### src/rtl/rr_arbiter4.sv
`default_nettype none
// ============================================================================
// Module   : rr_arbiter4
// Purpose  : 4-way round-robin arbiter with per-owner hold limit and enable.
// Revision : 1.0 - initial release
// ============================================================================

module rr_arbiter4 #(
    parameter int unsigned MAX_HOLD = 4
) (
    input  logic       clk,
    input  logic       reset_n,
    input  logic       en,
    input  logic [3:0] req,
    output logic [3:0] grant,
    output logic [1:0] grant_idx,
    output logic       grant_valid
);

    localparam logic [3:0] C_MAX_HOLD = 4'(MAX_HOLD);

    typedef enum logic [0:0] {
        ST_IDLE = 1'b0,
        ST_BUSY = 1'b1
    } state_t;

    state_t     state_q, state_d;
    logic [1:0] ptr_q,   ptr_d;
    logic [3:0] cnt_q,   cnt_d;
    logic [1:0] idx_q,   idx_d;
    logic       valid_q, valid_d;
    logic [3:0] grant_q, grant_d;

    logic [1:0] w_base;
    logic [1:0] w_cand;
    logic [1:0] w_win;
    logic       w_found;
    logic       w_any;

    // In BUSY the only arbitration that matters is on release, which starts
    // just past the current owner; in IDLE it starts at the stored pointer.
    always_comb begin
        w_base = (state_q == ST_BUSY) ? (idx_q + 2'd1) : ptr_q;
    end

    always_comb begin
        w_win   = 2'd0;
        w_cand  = 2'd0;
        w_found = 1'b0;
        for (int k = 0; k < 4; k++) begin
            w_cand = w_base + 2'(k);
            if (!w_found && req[w_cand]) begin
                w_win   = w_cand;
                w_found = 1'b1;
            end
        end
    end

    assign w_any = |req;

    always_comb begin
        state_d = state_q;
        ptr_d   = ptr_q;
        cnt_d   = cnt_q;
        idx_d   = idx_q;
        valid_d = valid_q;

        case (state_q)
            ST_IDLE: begin
                if (en && w_any) begin
                    state_d = ST_BUSY;
                    idx_d   = w_win;
                    cnt_d   = 4'd1;
                    valid_d = 1'b1;
                end else begin
                    idx_d   = 2'd0;
                    cnt_d   = 4'd0;
                    valid_d = 1'b0;
                end
            end

            ST_BUSY: begin
                if (!en) begin
                    state_d = ST_IDLE;
                    ptr_d   = idx_q + 2'd1;
                    idx_d   = 2'd0;
                    cnt_d   = 4'd0;
                    valid_d = 1'b0;
                end else if (req[idx_q] && (cnt_q < C_MAX_HOLD)) begin
                    cnt_d = cnt_q + 4'd1;
                end else begin
                    // Release; re-arbitrate on the same edge so there is no bubble.
                    ptr_d = idx_q + 2'd1;
                    if (w_any) begin
                        idx_d   = w_win;
                        cnt_d   = 4'd1;
                        valid_d = 1'b1;
                    end else begin
                        state_d = ST_IDLE;
                        idx_d   = 2'd0;
                        cnt_d   = 4'd0;
                        valid_d = 1'b0;
                    end
                end
            end

            default: begin
                state_d = ST_IDLE;
                idx_d   = 2'd0;
                cnt_d   = 4'd0;
                valid_d = 1'b0;
            end
        endcase

        grant_d = valid_d ? (4'b0001 << idx_d) : 4'b0000;
    end

    always_ff @(posedge clk or negedge reset_n) begin
        if (!reset_n) begin
            state_q <= ST_IDLE;
            ptr_q   <= 2'd0;
            cnt_q   <= 4'd0;
            idx_q   <= 2'd0;
            valid_q <= 1'b0;
            grant_q <= 4'b0000;
        end else begin
            state_q <= state_d;
            ptr_q   <= ptr_d;
            cnt_q   <= cnt_d;
            idx_q   <= idx_d;
            valid_q <= valid_d;
            grant_q <= grant_d;
        end
    end

    assign grant       = grant_q;
    assign grant_idx   = idx_q;
    assign grant_valid = valid_q;

endmodule

`default_nettype wire

### config.mk
export PLATFORM = sky130hd
export DESIGN_NAME = rr_arbiter4
export DESIGN_NICKNAME = d
export VERILOG_FILES = /design/src/rtl/rr_arbiter4.sv
export SDC_FILE = /design/constraint.sdc
export NUM_CORES = 1
export LEC_CHECK = 0
export BUFFER_PORTS_ARGS = -buffer_cell sky130_fd_sc_hd__buf_2
export CORE_MARGIN = 5
export CORE_UTILIZATION = 40
export DETAILED_ROUTE_END_ITERATION = 6
export REMOVE_ABC_BUFFERS = 1
export SYNTH_ARGS = -nofsm -noshare
export SYNTH_HDL_FRONTEND = slang
export SYNTH_SLANG_ARGS = --single-unit
### constraint.sdc
create_clock -name clk -period 1.6 [get_ports clk]
set_input_delay 0.16 -clock clk [delete_from_list [all_inputs] [get_ports clk]]
set_output_delay 0.16 -clock clk [all_outputs]
set_load 0.01 [all_outputs]
Yosys cells after proc, flatten, opt, wreduce, memory -nomap -nowiden
Cells that the tools add are included.
W data, S select, Z words.
{ "classes": {"div_mod_pow": 0, "addsub": 5, "n_eq_ne": 1, "reduce_logical": 10, "n_mux": 39, "order_cmp": 6, "multipliers": 0, "bitwise_logic": 1, "n_shift": 1} }
{ "op_table": {"columns": ["operator", "n"], "rows": [
  ["$mux W2", 11],
  ["$mux W1", 16],
  ["$lt A2 B3 Y1 const B", 5],
  ["$mux W4", 3],
  ["$bmux W1 S2", 5],
  ["$pmux W4 S2", 1],
  ["$logic_and A1 B1 Y1", 5],
  ["$add A2 B1 Y2 const B", 2],
  ["$add A2 B2 Y2 const B", 2],
  ["$add A4 B1 Y4 const B", 1],
  ["$lt A4 B3 Y1 const B", 1],
  ["$pmux W1 S2", 2],
  ["$pmux W2 S2", 1],
  ["$reduce_or A4 Y1", 1],
  ["$shl A1 B2 Y4 const A", 1],
  ["$logic_not A1 Y1", 3],
  ["$ne A2 B2 Y1 const B", 1],
  ["$reduce_and A2 Y1", 1],
  ["$not A1 Y1", 1]
]} }
{ "word_totals": {"elab_cells": 69, "n_memories": 0, "register_bits": 14, "mem_bits_rw": 0, "latch_bits": 0, "output_inout_bits": 7, "romBits": 0, "in_bits": 7} }

Depth between registers and ports, before layout
Gate-level depths: netlist (run 1).
{ "depth": {"word_depth": 20, "depth_mapped": 6, "depth_no_buf": 5} }

Least setup slack after synthesis (run 1)
Ideal clock, no wire load.
{ "synth_timing": {"path_type": "reg-to-reg", "startpoint": "register idx_q[1], in the netlist grant_idx[1]", "endpoint": "register grant_q[1], in the netlist grant[1]", "required_ns": 1.527, "setup_ns": 0.073, "stages_incl_launch_ff": 7, "path_buffers": 1, "slack_ns": -0.119, "arrival_time_ns": 1.646, "period_less_slack_ns": 1.719, "path_cell_list": "dfrtp_1 buf_6 mux4_2 and3_4 a211oi_2 o21ai_1 nor2b_1"} }
{ "synth_via": {"elab_chain_cells": 20, "word_cells_on_any_way": 39, "cone_classes": "add/sub: 4; shift: 1; mux: 27; reduce/logical: 7"} }
{ "synth_lines": {"columns": ["item", "line_no", "text"], "rows": [
  ["start: declaration", "30", "logic [1:0] idx_q, idx_d;"],
  ["start signal: assignment", "130", "idx_q <= idx_d;"],
  ["branches (longest 19 deep; another with $add A2 B1 Y2)", null, null],
  ["$mux W4 (*)", "115", "grant_d = valid_d ? (4'b0001 << idx_d) : 4'b0000;"],
  ["net grant_d[1]", "32", "logic [3:0] grant_q, grant_d;"],
  ["end signal: assignment", "132", "grant_q <= grant_d;"],
  ["end: declaration", "32", null]
]} }
Mark *: on every way through the listed nets, which the timed path passes. The select of a mux whose other input is x is not followed.
A chain may end at the register's enable or synchronous reset.

Worst setup path after layout (run 1)
{ "layout_timing": {"startpoint": "register idx_q[0], in the netlist grant_idx[0]", "endpoint": "register grant_q[3], in the netlist grant[3]"} }
{ "layout_via": {"elab_chain_cells": 20, "word_cells_on_any_way": 39, "cone_classes": "add/sub: 4; shift: 1; mux: 27; reduce/logical: 7"} }
{ "layout_lines": {"columns": ["item", "line_no", "text"], "rows": [
  ["branches (longest 17 deep; another with $add A2 B1 Y2)", null, null],
  ["$pmux W2 S2 (*)", "68", "case (state_q)"],
  ["net idx_d[0]", "30", null],
  ["$shl A1 B2 Y4 (*)", "115", null],
  ["$mux W4 (*)", "115", null],
  ["net grant_d[3]", "32", null]
]} }
Marks and branches as above.

==> results.sh, run 1 <==
export IMPL_outcome="finished with violations"
export IMPL_violations="negative setup slack"
export IMPL_synth_edf_count=0
export IMPL_first_pass_iters=4
export IMPL_fp_dieW_um=57.23
export IMPL_antenna_left=0
export IMPL_fp_row_count=17
export IMPL_cts_tree="yes"
export IMPL_wire_per_inst_um=15.34
export IMPL_layout_common_cells="buf_4 (17), buf_2 (13), dfrtp_1 (11), nor2_1 (6)"
export IMPL_critPathArrivalTime_ps=1870
export IMPL_power_leakage_nw=0.5769
export IMPL_area_delta_synth_final_pct=38.43
export IMPL_hold_viol=0
export IMPL_min_path_type="in2async"
export IMPL_fp_dieH_um=57.23
export IMPL_setup_viol=7
export IMPL_fmax_ghz=0.5919
export IMPL_worstPathMaxFanout=5
export IMPL_syn_avg_cell_area_um2=9.697
export IMPL_grt_pass1_vias=840
export IMPL_clock_path_buffers=2
export IMPL_grt_max_degree=15
export IMPL_fin_crit_sh_pct=105.6
export IMPL_htreeDepth=1
export IMPL_skew_ps=0.9155
export IMPL_drv_cap=0
export IMPL_dp_cells=143
export IMPL_total_power_mw=1.109
export IMPL_r2r_cells=5
export IMPL_cts_root_buf="clkbuf_4"
export IMPL_grt_pass1_wl_um=3822
export IMPL_pwr_density_cell_nw_per_um2=897.8
export IMPL_synthCells=92
export IMPL_drtIter0Drc=11
export IMPL_vias_per_cell=5.678
export IMPL_rrSetupSlack_ps=-90
export IMPL_yosysTopAreaCellShare_pct=39.27
export IMPL_synth_ff_type="dfrtp_1"
export IMPL_nFillCells=193
export IMPL_cts_buffers=3
export IMPL_synth_seq_cells=14
export IMPL_globalplace_congestion=0.9183
export IMPL_grt_antenna_before_repair=0
export IMPL_yosysTopAreaCell="dfrtp_1"
export IMPL_required_ps=1780
export IMPL_synth_area_top_cells="dfrtp_1 (39%), and3_1 (3.5%), a21oi_1 (2.8%), mux2_2 (2.5%), mux4_2 (2.5%)"
export IMPL_end_kind="register"
export IMPL_path_class="reg2reg"
export IMPL_grt_setup_unrepaired="yes"
export IMPL_diodes=0
export IMPL_async_flop_share_pct=100.0
export IMPL_layout_nets=133
export IMPL_drc=0
export IMPL_synth_cell_types=44
export IMPL_die_area_um2=3275
export IMPL_overflow=0
export IMPL_clk_pin_slew_ps=80
export IMPL_grtUsageTotal_pct=15.08
export IMPL_yosysWarnings=0
export IMPL_initial_utilization_pct=41.12
export IMPL_io_pins=14
export IMPL_finalCriticalPeriod_ps=1689
export IMPL_ir_drop_v=0.0005818
export IMPL_io_buffers=13
export IMPL_wirelength_um=2332
export IMPL_coreArea_um2=2170
export IMPL_reg2reg_from="grant_idx[0]"
export IMPL_clock_latency_ps=280
export IMPL_hpwl_um=1689
export IMPL_vias=863
export IMPL_stdcell_count=152
export IMPL_layout_commonest_cell="buf_4"
export IMPL_start_kind="register"
export IMPL_cts_sink_count=14
export IMPL_rr_endpoint="grant[3]"
export IMPL_drive_gt1_share_pct=50.00
export IMPL_drv_slew=0
export IMPL_yosysSeqAreaShare_pct=39.27
export IMPL_setup_ws_ps=-89.48
export IMPL_syn_cell_area_um2=892.1
-- critical path, stage by stage (launching register included) --
cell and delay [ps]:
dfrtp_2 460, xnor2_1 190, a2111oi_2 400, o21bai_1 140, a31o_4 260, and2_4 150
-- state kept, by name, summed over array words and instances (netlist names) --
name	cells
cnt_q	4
grant	4
grant_idx	2
ptr_q	2
grant_valid	1
state_q	1
-- where the power goes --
group          switching [mW]  internal, mW  total [mW]
Clock                   0.113         0.138       0.251
Sequential             0.0445         0.395       0.440
Combinational           0.206         0.212       0.418
-- per-stage QoR --
stage	cell area (um2)	setup slack (ps)	TNS, ps	hold slack, ps	util (%)
2_1_floorplan	858.3	-145.7	-544.1	-135.6	-
3_3_place_gp	1079	-93.03	-355.0	62.52	49.71
3_5_place_dp	1079	-107.9	-343.1	75.88	49.71
4_1_cts	1182	-56.25	-233.4	300.8	54.50
5_1_grt	1235	-120.4	-657.0	308.0	56.92
6_report	1235	-89.48	-256.9	302.4	56.92
-- synth_stat cells, drive strengths merged, types with 2 or more instances --
library cell and number:
inv 5, nor2 7, nor3b 3, mux2 2
and3 6, o21ai 6, dfrtp 14, and2 2
clkbuf 2, nand2b 2, o211ai 2, o31ai 3
nor2b 3, a21oi 5, buf 4, nor3 2
-- final cells by class --
type | instances | area (um2) | area share (%)
Timing Repair Buffer | 34 | 236.5 | 19.15
Sequential cell | 14 | 354.1 | 28.67
Multi-Input combinational cell | 67 | 554.3 | 44.88
Clock buffer | 4 | 36.28 | 2.938
Tap cell | 28 | 35.03 | 2.837
Inverter | 5 | 18.77 | 1.520
-- kinds of logic after synthesis --
kind of cell,synth area share (%)
and+or+nand+nor,23.00
xor gates and xnor gates,1.964
other,0.4204
buffers and inverters,5.891
adders and majority gates,1.402
AOI/OAI and AO/OA,23.00
muxes,5.049
DFF,39.27
-- metal layers --
layer | vias up | global-route usage (%) | share of wire, %
met5 | - | 0 | 0
met4 | 0 | 6.291 | 0.43
met3 | 2 | 4.299 | 6.7
met2 | 36 | 24.31 | 51
met1 | 425 | 18.88 | 42
li1 | 400 | - | -
-- repair_timing --
item | 4_1_cts | 5_1_grt
gates resized for setup | 10 | 11
pin swaps | 8 | 7
setup endpoints to repair | 7 | 7
setup buffers | 3 | 1
hold buffers | 1 | 0
hold endpoints to repair | 14 | 0
-- worst max path at each step --
stage          cells past startpoint  endpoint          from  slack [ps]
6_report                           5  grant[3]  grant_idx[0]         -90
2_1_floorplan                      5  grant[1]  grant_idx[1]        -150
4_1_cts                            5  grant[1]  grant_idx[1]         -60
3_5_place_dp                       5  grant[1]  grant_idx[1]        -110
3_3_place_gp                       5  grant[0]  grant_idx[1]         -90
5_1_grt                            6  grant[3]       state_q        -120
No activity file was read; power rests on OpenSTA's default activity.
==> inputs of run 2 (changes only) <==
Settings changed: PLACE_DENSITY_LB_ADDON set to 0.05.
==> results.sh, run 2 (synthesis gave the netlist of run 1 again) <==
export IMPL_fin_crit_sh_pct=104.6
export IMPL_hold_slack_ps=282.5
export IMPL_first_pass_iters=4
export IMPL_htreeDepth=1
export IMPL_end_kind="register"
export IMPL_grt_setup_unrepaired="yes"
export IMPL_overflow=0
export IMPL_cp_cell_sequence="buf_4 -> and3b_1 -> o31ai_2 -> o211a_1 -> o21ai_1 -> and3_1"
export IMPL_cts_tree="yes"
export IMPL_diodes=0
export IMPL_layout_nets=131
export IMPL_fp_dieW_um=57.23
export IMPL_multiInputGateArea_um2=550.5
export IMPL_r2r_cells=6
export IMPL_clock_latency_ps=280
export IMPL_p_int_mw=0.7357
export IMPL_register_area_um2=352.8
export IMPL_grt_pass1_wl_um=3726
export IMPL_critPathMaxStageDelay_ps=450
export IMPL_drv_cap=0
export IMPL_worstPathMaxFanout=4
export IMPL_critPathArrivalTime_ps=1850
export IMPL_met3_usage_pct=4.072
export IMPL_setup_viol=5
export IMPL_antenna_left=0
export IMPL_drtIter0Drc=19
export IMPL_met2_usage_pct=21.86
export IMPL_p_sw_mw=0.3583
export IMPL_globalplace_congestion=0.8617
export IMPL_coreArea_um2=2170
export IMPL_use_met1_pct=20.53
export IMPL_p_comb_share_pct=36.2
export IMPL_skew_ps=11.46
export IMPL_cts_root_buf="clkbuf_4"
export IMPL_initial_utilization_pct=41.12
export IMPL_violations="negative setup slack"
export IMPL_clkPwrFrac_pct=23.4
export IMPL_area_delta_synth_final_pct=37.17
export IMPL_top_usage_layer="met2"
export IMPL_setup_ws_ps=-73.83
export IMPL_ir_drop_v=0.0006488
export IMPL_grtUsageTotal_pct=14.33
export IMPL_required_ps=1780
export IMPL_cp_slowest_cell="dfrtp_2"
export IMPL_nFillCells=202
export IMPL_grt_pass1_vias=813
export IMPL_cts_sink_count=14
export IMPL_drv_slew=0
export IMPL_wirelength_um=2189
export IMPL_cts_buffers=3
export IMPL_layout_common_cells="buf_4 (15), buf_2 (13), dfrtp_1 (12), inv_1 (5), and3_1 (5)"
export IMPL_io_buffers=13
export IMPL_hold_viol=0
export IMPL_drive_gt1_share_pct=48.36
export IMPL_vias=841
export IMPL_finalCriticalPeriod_ps=1674
export IMPL_path_class="reg2reg"
export IMPL_seqPwrFrac_pct=40.4
export IMPL_fp_dieH_um=57.23
export IMPL_vias_per_cell=5.607
export IMPL_io_pins=14
export IMPL_stdcell_count=150
export IMPL_pwr_density_cell_nw_per_um2=894.0
export IMPL_grt_max_degree=15
export IMPL_grt_antenna_before_repair=0
export IMPL_layout_commonest_cell="buf_4"
export IMPL_fmax_ghz=0.5974
export IMPL_power_leakage_nw=0.5666
export IMPL_die_area_um2=3275
export IMPL_drc=0
export IMPL_fp_row_count=17
export IMPL_hpwl_um=1671
export IMPL_clock_path_buffers=2
export IMPL_swShare_pct=32.75
export IMPL_dp_cells=142
export IMPL_wire_per_inst_um=14.59
export IMPL_clk_pin_slew_ps=90
export IMPL_outcome="finished with violations"
export IMPL_start_kind="register"
export IMPL_min_path_type="in2async"
export IMPL_total_power_mw=1.094
## run 2: changes by cell type in the layout (fill, tap and decap cells not counted), moves of 2 or more
cell	delta
nor3b_1	+2
nor2_2	+2
buf_4	-2
nor2_1	-2
a21oi_2	+3
a21oi_1	-3
nor3b_2	-2
## run 2: layout make-up
class / count / share of cell area, %
inverters: 5 / 1.534
flip-flops and latches: 14 / 28.83
multi-input cells: 67 / 44.99
well taps: 28 / 2.863
clock buffers: 4 / 2.965
repair buffers: 32 / 18.81
## run 2: what timing repair did
action                     4_1_cts  5_1_grt
setup buffers                    4        0
gates resized for setup          8       10
hold endpoints to repair        14        0
pin swaps                        4        4
setup endpoints to repair        6       10
hold buffers                     1        0
gates cloned                     0        0
## run 2: final timing paths
check	startpoint	endpoint	slack [ps]
hold / removal	reset_n	ptr_q[0]	280
hold reg to reg	cnt_q[0]	cnt_q[0]	470
min in group clk	en	grant_valid	300
setup / recovery	grant_idx[0]	grant_idx[1]	-70
setup reg to reg	grant_idx[0]	grant_idx[1]	-70
max in group asynchronous	reset_n	state_q	1050
## run 2: layer usage
| metal | vias up | part of all wire, % |
|---|---|---|
| met5 | - | 0 |
| met3 | 0 | 6.3 |
| met1 | 411 | 46 |
| met2 | 34 | 48 |
| li1 | 396 | - |
| met4 | 0 | 0 |
## run 2: metrics by stage
| stage | worst slack, ps | setup TNS [ps] | instance area (um2) | utilization, % |
|---|---|---|---|---|
| floorplan | -145.7 | -544.1 | 858.3 | - |
| global placement | -115.9 | -506.4 | 1084 | 49.94 |
| detailed placement | -132.2 | -513.5 | 1084 | 49.94 |
| CTS | -82.05 | -367.5 | 1192 | 54.96 |
| global route | -161.5 | -810.2 | 1224 | 56.40 |
| finish | -73.83 | -340.8 | 1224 | 56.40 |
## run 2: worst max-delay path: cells and delay by family (launching register included)
kind | cells | cell delay [ps]
AO/OA/AOI/OAI | 3 | 550
flip-flops | 1 | 450
AND/OR/NAND/NOR | 2 | 390
buffers and inverters | 1 | 170
## run 2: power by group through the flow
stage,Clock (mW),Combinational [mW],Sequential [mW]
floorplan,0,0.174,0.452
global placement,0,0.348,0.441
detailed placement,0,0.347,0.442
CTS,0.267,0.382,0.437
global route,0.293,0.433,0.449
finish,0.256,0.396,0.442
==> inputs of run 3 (changes only) <==
Settings changed: BUFFER_PORTS_ARGS -buffer_cell sky130_fd_sc_hd__buf_2 to -buffer_cell sky130_fd_sc_hd__buf_4.
Clock period 1.6 ns to 1.8 ns, I/O delays scaled along.
==> results.sh, run 3 (synthesis gave the netlist of run 1 again) <==
export IMPL_outcome="finished clean"
export IMPL_final_util_pct=50.35
export IMPL_globalplace_congestion=0.8156
export IMPL_fin_crit_sh_pct=96.85
export IMPL_fmax_ghz=0.5736
export IMPL_fp_dieH_um=57.23
export IMPL_cp_cell_sequence="or4b_1 -> o221ai_1 -> o21bai_1 -> a31o_4 -> and2_1"
export IMPL_htreeDepth=1
export IMPL_tns_ps=0
export IMPL_clk_pin_slew_ps=90
export IMPL_critPathMaxStageDelay_ps=530
export IMPL_vias=782
export IMPL_min_path_type="in2async"
export IMPL_vias_per_cell=5.667
export IMPL_layout_nets=119
export IMPL_wirelength_um=2151
export IMPL_power_leakage_nw=0.5024
export IMPL_cts_tree="yes"
export IMPL_drv_slew=0
export IMPL_post_cts_buffers=0
export IMPL_critPathArrivalTime_ps=1920
export IMPL_fp_row_count=17
export IMPL_grt_setup_unrepaired="yes"
export IMPL_grt_pass1_wl_um=3588
export IMPL_cp_slowest_cell="or4b_1"
export IMPL_grt_max_degree=18
export IMPL_die_area_um2=3275
export IMPL_drc=0
export IMPL_io_pins=14
export IMPL_worstPathMaxFanout=17
export IMPL_clock_latency_ps=280
export IMPL_ir_drop_v=0.0004691
export IMPL_drv_cap=0
export IMPL_setup_viol=0
export IMPL_grt_pass1_vias=768
export IMPL_hpwl_um=1636
export IMPL_coreArea_um2=2170
export IMPL_layout_common_cells="buf_4 (19), dfrtp_1 (11), nor2_1 (6)"
export IMPL_pwr_density_cell_nw_per_um2=847.7
export IMPL_finalCriticalPeriod_ps=1743
export IMPL_required_ps=1980
export IMPL_antenna_left=0
export IMPL_end_kind="register"
export IMPL_drtIter0Drc=13
export IMPL_fp_dieW_um=57.23
export IMPL_start_kind="register"
export IMPL_wire_per_inst_um=15.59
export IMPL_cts_root_buf="clkbuf_4"
export IMPL_initial_utilization_pct=41.12
export IMPL_clock_path_buffers=2
export IMPL_overflow=0
export IMPL_cts_sink_count=14
export IMPL_diodes=0
export IMPL_hold_viol=0
export IMPL_first_pass_iters=4
export IMPL_grtUsageTotal_pct=14.09
export IMPL_layout_commonest_cell="buf_4"
export IMPL_io_buffers=13
export IMPL_cts_buffers=3
export IMPL_area_delta_synth_final_pct=22.44
export IMPL_path_class="reg2reg"
export IMPL_grt_antenna_before_repair=0
export IMPL_drive_gt1_share_pct=33.64
export IMPL_skew_ps=1.899
## run 3: cell types whose count changed in the layout (fill, tap and decap cells not counted), sizes merged
cell | before | now
buf | 31 | 19
## run 3: per-layer routing
| layer | wire, um | part of all wire [%] | track usage (%) |
|---|---|---|---|
| met1 | 953 | 44 | 18.99 |
| met2 | 1002 | 47 | 20.88 |
| met3 | 166 | 7.7 | 4.299 |
| met4 | 29 | 1.3 | 5.960 |
| met5 | 0 | 0 | 0 |
## run 3: where the power goes
group	internal, mW	switching (mW)
Combinational	0.153	0.150
Clock	0.123	0.108
Sequential	0.351	0.0411
Total	0.628	0.298
## run 3: cell type report
cell class,instances,area (um2)
Fill cell,216,1077
Multi-Input combinational cell,67,495.5
Sequential cell,14,354.1
Timing Repair Buffer,20,152.6
Clock buffer,4,36.28
Tap cell,28,35.03
Inverter,5,18.77
## run 3: what timing repair did
item | 4_1_cts | 5_1_grt
endpoints found under the setup margin | 2 | 4
hold endpoints to repair | 14 | 0
resized for setup | 1 | 3
pin swaps | 0 | 1
hold buffers | 1 | 0
cloned | 0 | 0
## run 3: final timing paths
path                            depth (start not counted)       end  slack [ps]      from
worst max-delay path                                    5  grant[3]          60   state_q
max in group asynchronous                               2   state_q        1350   reset_n
min in group clk                                        4   state_q         290        en
worst min register to register                          1  cnt_q[0]         460  cnt_q[0]
worst min-delay path                                    2  ptr_q[1]         270   reset_n
worst max register to register                          5  grant[3]          60   state_q
## run 3: metrics by stage
stage | setup WS [ps] | power [mW] | hold slack, ps | cells | area, um2
floorplan | 54.26 | 0.5572 | -115.6 | 86 | 858.3
detailed placement | -2.370 | 0.6960 | 38.33 | 133 | 1036
global placement | 8.742 | 0.6961 | 32.89 | 133 | 1036
global route | -1.787 | 0.9823 | 288.0 | 138 | 1092
finish | 56.63 | 0.9259 | 272.5 | 138 | 1092
CTS | 53.57 | 0.9301 | 276.6 | 138 | 1084
## run 3: critical path, delay by kind of cell (launching register included)
family          cells  cell delay, ps
simple gates        2             670
flops               1             520
compound gates      3             460
